### src/rtl/led_ctrl_pkg.sv
// Shared constants and encodings for the LED rate controller.
package led_ctrl_pkg;
  localparam int RATE_W              = 3;
  localparam int NUM_RATES_DEF       = 8;
  localparam int CNT_W               = 24;
  localparam int DEBOUNCE_CYCLES_DEF = 100_000;     // 10 ms @ 10 MHz
  localparam int BASE_PERIOD_DEF     = 10_000_000;  // 1 Hz @ 10 MHz

  typedef enum logic {
    DIR_LEFT  = 1'b0,
    DIR_RIGHT = 1'b1
  } dir_e;
endpackage

### src/rtl/led_rate_ctrl_btn_debounce.sv
// Per-button 2-FF synchroniser, stable-level debouncer and registered rising-edge pulse.
module btn_debounce
  import led_ctrl_pkg::*;
#(
  parameter int DEBOUNCE_CYCLES = DEBOUNCE_CYCLES_DEF
) (
  input  logic clk,
  input  logic reset_n,
  input  logic btn_i,
  output logic level_o,
  output logic press_o
);
  localparam logic [CNT_W-1:0] CNT_MAX = CNT_W'(DEBOUNCE_CYCLES - 1);

  logic             sync1, sync2, level_d;
  logic [CNT_W-1:0] cnt;

  always_ff @(posedge clk) begin
    if (!reset_n) begin
      sync1   <= 1'b0;
      sync2   <= 1'b0;
      level_o <= 1'b0;
      level_d <= 1'b0;
      press_o <= 1'b0;
      cnt     <= '0;
    end else begin
      sync1   <= btn_i;
      sync2   <= sync1;
      level_d <= level_o;
      press_o <= level_o & ~level_d;
      // any agreeing sample restarts the stability window
      if (sync2 == level_o) begin
        cnt <= '0;
      end else if (cnt == CNT_MAX) begin
        level_o <= sync2;
        cnt     <= '0;
      end else begin
        cnt <= cnt + CNT_W'(1);
      end
    end
  end
endmodule

### src/rtl/led_rate_ctrl.sv
// Button-driven rate/direction controller emitting a tick strobe for the LED rotator.
// Optional pause button and freeze logic enabled by LED_RATE_PAUSE_EN.
module led_rate_ctrl
  import led_ctrl_pkg::*;
#(
  parameter int DEBOUNCE_CYCLES = DEBOUNCE_CYCLES_DEF,
  parameter int BASE_PERIOD     = BASE_PERIOD_DEF,
  parameter int NUM_RATES       = NUM_RATES_DEF
) (
  input  logic              clk,
  input  logic              reset_n,
  input  logic              btn_faster_i,
  input  logic              btn_slower_i,
  input  logic              btn_dir_i,
`ifdef LED_RATE_PAUSE_EN
  input  logic              btn_pause_i,
`endif
  output logic              tick_o,
  output logic              dir_o,
  output logic [RATE_W-1:0] rate_idx_o
);
  localparam int BTN_FASTER = 0;
  localparam int BTN_SLOWER = 1;
  localparam int BTN_DIR    = 2;
`ifdef LED_RATE_PAUSE_EN
  localparam int NUM_BTNS   = 4;
  localparam int BTN_PAUSE  = 3;
`else
  localparam int NUM_BTNS   = 3;
`endif
  localparam logic [RATE_W-1:0] RATE_MAX = RATE_W'(NUM_RATES - 1);

  logic [NUM_BTNS-1:0] raw, press, levels_unused;
  logic [RATE_W-1:0]   rate_nxt;
  logic [CNT_W-1:0]    cnt, period;
  logic                rate_chg, wrap, paused;

`ifdef LED_RATE_PAUSE_EN
  assign raw = {btn_pause_i, btn_dir_i, btn_slower_i, btn_faster_i};
`else
  assign raw = {btn_dir_i, btn_slower_i, btn_faster_i};
`endif

  for (genvar g = 0; g < NUM_BTNS; g++) begin : g_btn
    btn_debounce #(.DEBOUNCE_CYCLES(DEBOUNCE_CYCLES)) u_btn (
      .clk     (clk),
      .reset_n (reset_n),
      .btn_i   (raw[g]),
      .level_o (levels_unused[g]),
      .press_o (press[g])
    );
  end

  // opposing presses in one cycle cancel; saturated presses are no-ops
  always_comb begin
    rate_nxt = rate_idx_o;
    if (press[BTN_FASTER] && !press[BTN_SLOWER] && rate_idx_o != RATE_MAX)
      rate_nxt = rate_idx_o + RATE_W'(1);
    else if (press[BTN_SLOWER] && !press[BTN_FASTER] && rate_idx_o != '0)
      rate_nxt = rate_idx_o - RATE_W'(1);
  end

  assign rate_chg = (rate_nxt != rate_idx_o);
  assign period   = CNT_W'(BASE_PERIOD) >> rate_idx_o;
  assign wrap     = (cnt == period - CNT_W'(1));

  always_ff @(posedge clk) begin
    if (!reset_n) begin
      rate_idx_o <= '0;
      dir_o      <= DIR_LEFT;
      cnt        <= '0;
      tick_o     <= 1'b0;
    end else begin
      rate_idx_o <= rate_nxt;
      if (press[BTN_DIR]) dir_o <= ~dir_o;
      // a rate change abandons the current period, even while paused
      tick_o <= wrap && !rate_chg && !paused;
      if (rate_chg)     cnt <= '0;
      else if (!paused) cnt <= wrap ? '0 : cnt + CNT_W'(1);
    end
  end

`ifdef LED_RATE_PAUSE_EN
  always_ff @(posedge clk) begin
    if (!reset_n)              paused <= 1'b0;
    else if (press[BTN_PAUSE]) paused <= ~paused;
  end
`else
  assign paused = 1'b0;
`endif
endmodule

### config.mk
export PLATFORM = sky130hd
export DESIGN_NAME = led_rate_ctrl
export DESIGN_NICKNAME = d
export VERILOG_FILES = /design/src/rtl/led_ctrl_pkg.sv /design/src/rtl/led_rate_ctrl_btn_debounce.sv /design/src/rtl/led_rate_ctrl.sv
export SDC_FILE = /design/constraint.sdc
export NUM_CORES = 1
export LEC_CHECK = 0
export CAP_MARGIN = 30
export CORE_UTILIZATION = 50
export DETAILED_ROUTE_END_ITERATION = 10
export PLACE_DENSITY = 0.66
export SLEW_MARGIN = 20
export SYNTH_ARGS = -nofsm -noshare
export SYNTH_HDL_FRONTEND = slang
export SYNTH_SLANG_ARGS = --single-unit
### constraint.sdc
create_clock -name clk -period 3.3 [get_ports clk]
set_input_delay 0.825 -clock clk [delete_from_list [all_inputs] [get_ports clk]]
set_output_delay 0.825 -clock clk [all_outputs]
set_load 0.02 [all_outputs]
==> results.yml <==
timing:
  fmax_mhz: 333
  slew_headroom: 0.632
  skew_ns: 0.00578
  setup_viol: 0
  period_needed_ns: 3.01
  tns_ns: 0
  hold_viol: 0
  rsz0062_at_grt: "false"
  slew_viol_final: 0
  whs_ns: 0.384
  finalCritPeriodShare: 0.911
  tightestPinTransition_ns: 0.546
routing:
  wirelength_um: 11500
  drt_pass1_iterations: 4
  postRouteAntennaNets: 0
  drt_iter0_markers: 220
  vias_per_cell: 5.44
  drcViolationCount: 0
  wl_per_cell_um: 13.6
  vias: 4589
worst_hold_path:
  hold_path_class: "flip-flop to flip-flop"
  min_path_cells: 1
layout:
  final_cell_area_um2: 6540
  syn_to_final_growth_pct: 14.3
  num_antenna_cells: 0
  n_fill_cell: 980
  nets: 709
  drive_gt1_frac: 0.0724
  final_common_cell: "dfxtp_1"
  ff_latch_area_um2: 2320
  multi_input_comb_area_um2: 3180
  final_cell_mix: "116 x dfxtp_1, 114 x nor2_1, 59 x xor2_1"
clock_network:
  cts_hold_buf: 0
  cts_tree: "yes"
  htreeDepth: 4
  cts.sinks: 116
  clockBufferDepth: 2
  cts.reportedPaths.clkPinSlew_ns: 0.05
  clk_latency_ns: 0.41
  cts_resized: 0
  post_cts_buffers: 0
  cts_inserted_buffers: 17
  clockRootBuffer: "clkbuf_16"
power_and_ir_drop:
  leakage_nw: 2.23
  combPwrFrac: 0.012
  internal-power_w: 0.00263
  clockPowerShare: 0.559
  peakVddDrop_mv: 0.492
  switching_share: 0.205
  p_sw_w: 0.000676
  power_per_cell_area_nw_per_um2: 505
  p_seq_frac: 0.429
  power_w: 0.00330
outcome:
  status: "finished, final reports clean"
setup_path:
  worstPathRequired_ns: 3.59
  worstSetupEndpointType: "flip-flop"
  worstPathArrival_ns: 3.30
  crit_path_start_kind: "flip-flop"
  critPathMaxFanout: 24
  worstRegToRegCells: 8
  path_class: "flip-flop to flip-flop"
synth:
  synth.largest_area_cell: "dfxtp_1"
  synth_cell_types: 53
  syn_inst: 679
  netlist_area_um2: 5720
  avgSynthCellArea_um2: 8.42
  synth.area.top_cells: "dfxtp_1 41%, xor2_1 9.0%, nor2_1 7.5%"
  synth_edf_count: 0
  synth_compound_area_frac: 0.0670
  synth_top_family_by_area: "simple AND/OR/NAND/NOR gates"
  synthMuxAreaShare: 0.0105
  synth-warning-count: 0
  synth-seq-cells: 116
  synth_xor_area_frac: 0.159
  synth_fa_ha_area_frac: 0.0285
  syn_nets: 697
  seq_area_frac_synth: 0.406
  synth-main-ff-cell: "dfxtp_1"
  yosys.area_share.simple: 0.292
  async_flop_share: 0
  synth_top_area_frac: 0.406
placed_design:
  dp_hpwl_um: 8070
  placed_area_um2: 5930
  gp_congestion: 0.911
  io_buffers: 9
die:
  die_y_um: 109
  fp.coreArea_um2: 11000
  io_pins: 10
  dieArea_um2: 11900
  initial_core_util: 0.521
  num_rows: 38
  die_x_um: 109
global_route:
  grt_max_degree: 25
  track_usage: 0.213
  grt_pass1_wl_um: 19900
  antenna_found_initial: 0
  overflow: 0
  grt_pass1_vias: 4472
flow_run:
  drv_cap: 0
[layer usage]
layer  wire [um]  up-vias  GRT usage
li1            -     2330          -
met1        5250     2170      0.259
met2        5560       73      0.363
met3         478       16     0.0574
met4         170        0     0.0714
met5           0        -          0
[cell usage after synthesis (15+ instances only)]
cell type  count
xor2_1        59
o21ai_0       15
nor3_1        21
dfxtp_1      116
xnor2_1       42
nand2_1       44
nand3_1       38
nor2_1       114
a21oi_1       24
inv_1         23
or3_1         15
and3_1        19
clkbuf_1      18
[flip-flops by register name, indices dropped and copies added, names as in the netlist, 3 cells and up]
name	count
g_btn.u_btn.sync1	3
g_btn.u_btn.press_o	3
cnt	24
g_btn.u_btn.cnt	72
rate_idx_o	3
g_btn.u_btn.level_o	3
g_btn.u_btn.level_d	3
g_btn.u_btn.sync2	3
[worst max-delay path, cell delays in order (launching register included)]
cell	delay [ns]
dfxtp_1	0.48
ha_1	0.36
ha_1	0.37
nor4b_2	0.11
or4_1	0.50
a211o_1	0.31
a311oi_2	0.27
a31o_4	0.38
nor2_1	0.09
[final timing paths]
path,startpoint,to,slack [ns]
worst max-delay path,rate_idx_o[1]$_SDFF_PN0_,cnt[7]$_SDFF_PP0_,0.29
worst min-delay path,g_btn[1].u_btn.level_d$_SDFF_PN0_,g_btn[1].u_btn.press_o$_SDFF_PN0_,0.38
worst max register to register,rate_idx_o[1]$_SDFF_PN0_,cnt[7]$_SDFF_PP0_,0.29
worst min register to register,g_btn[1].u_btn.level_d$_SDFF_PN0_,g_btn[1].u_btn.press_o$_SDFF_PN0_,0.38
[cell families after synthesis]
group           count (synthesis)
compound gates                 61
flops                         116
xor+xnor                      102
fa+ha+maj                      13
simple gates                  331
buf+inv                        50
mux                             6
[cell type report]
type	instances	area share
Timing Repair Buffer	19	0.0253
Inverter	24	0.0138
Clock inverter	13	0.0243
Sequential cell	116	0.355
Multi-Input combinational cell	513	0.487
Tap cell	140	0.0268
Clock buffer	19	0.0678
[metrics by stage]
step | std cells | utilization | worst slack, ns
after detailed placement | 812 | 0.540 | 0.313
after floorplan | 679 | - | 0.419
after CTS | 844 | 0.595 | 0.291
after global placement | 812 | 0.540 | 0.423
final | 844 | 0.595 | 0.294
after global routing | 844 | 0.595 | 0.107
[power by group through the flow]
stage          Combinational, W  Clock [W]  Sequential, W
2_1_floorplan         0.0000289          0        0.00144
3_3_place_gp          0.0000383          0        0.00145
3_5_place_dp          0.0000393          0        0.00145
4_1_cts               0.0000395    0.00188        0.00142
5_1_grt               0.0000438    0.00194        0.00142
6_report              0.0000387    0.00185        0.00142
Note: power is estimated with default switching activity, not from simulation.
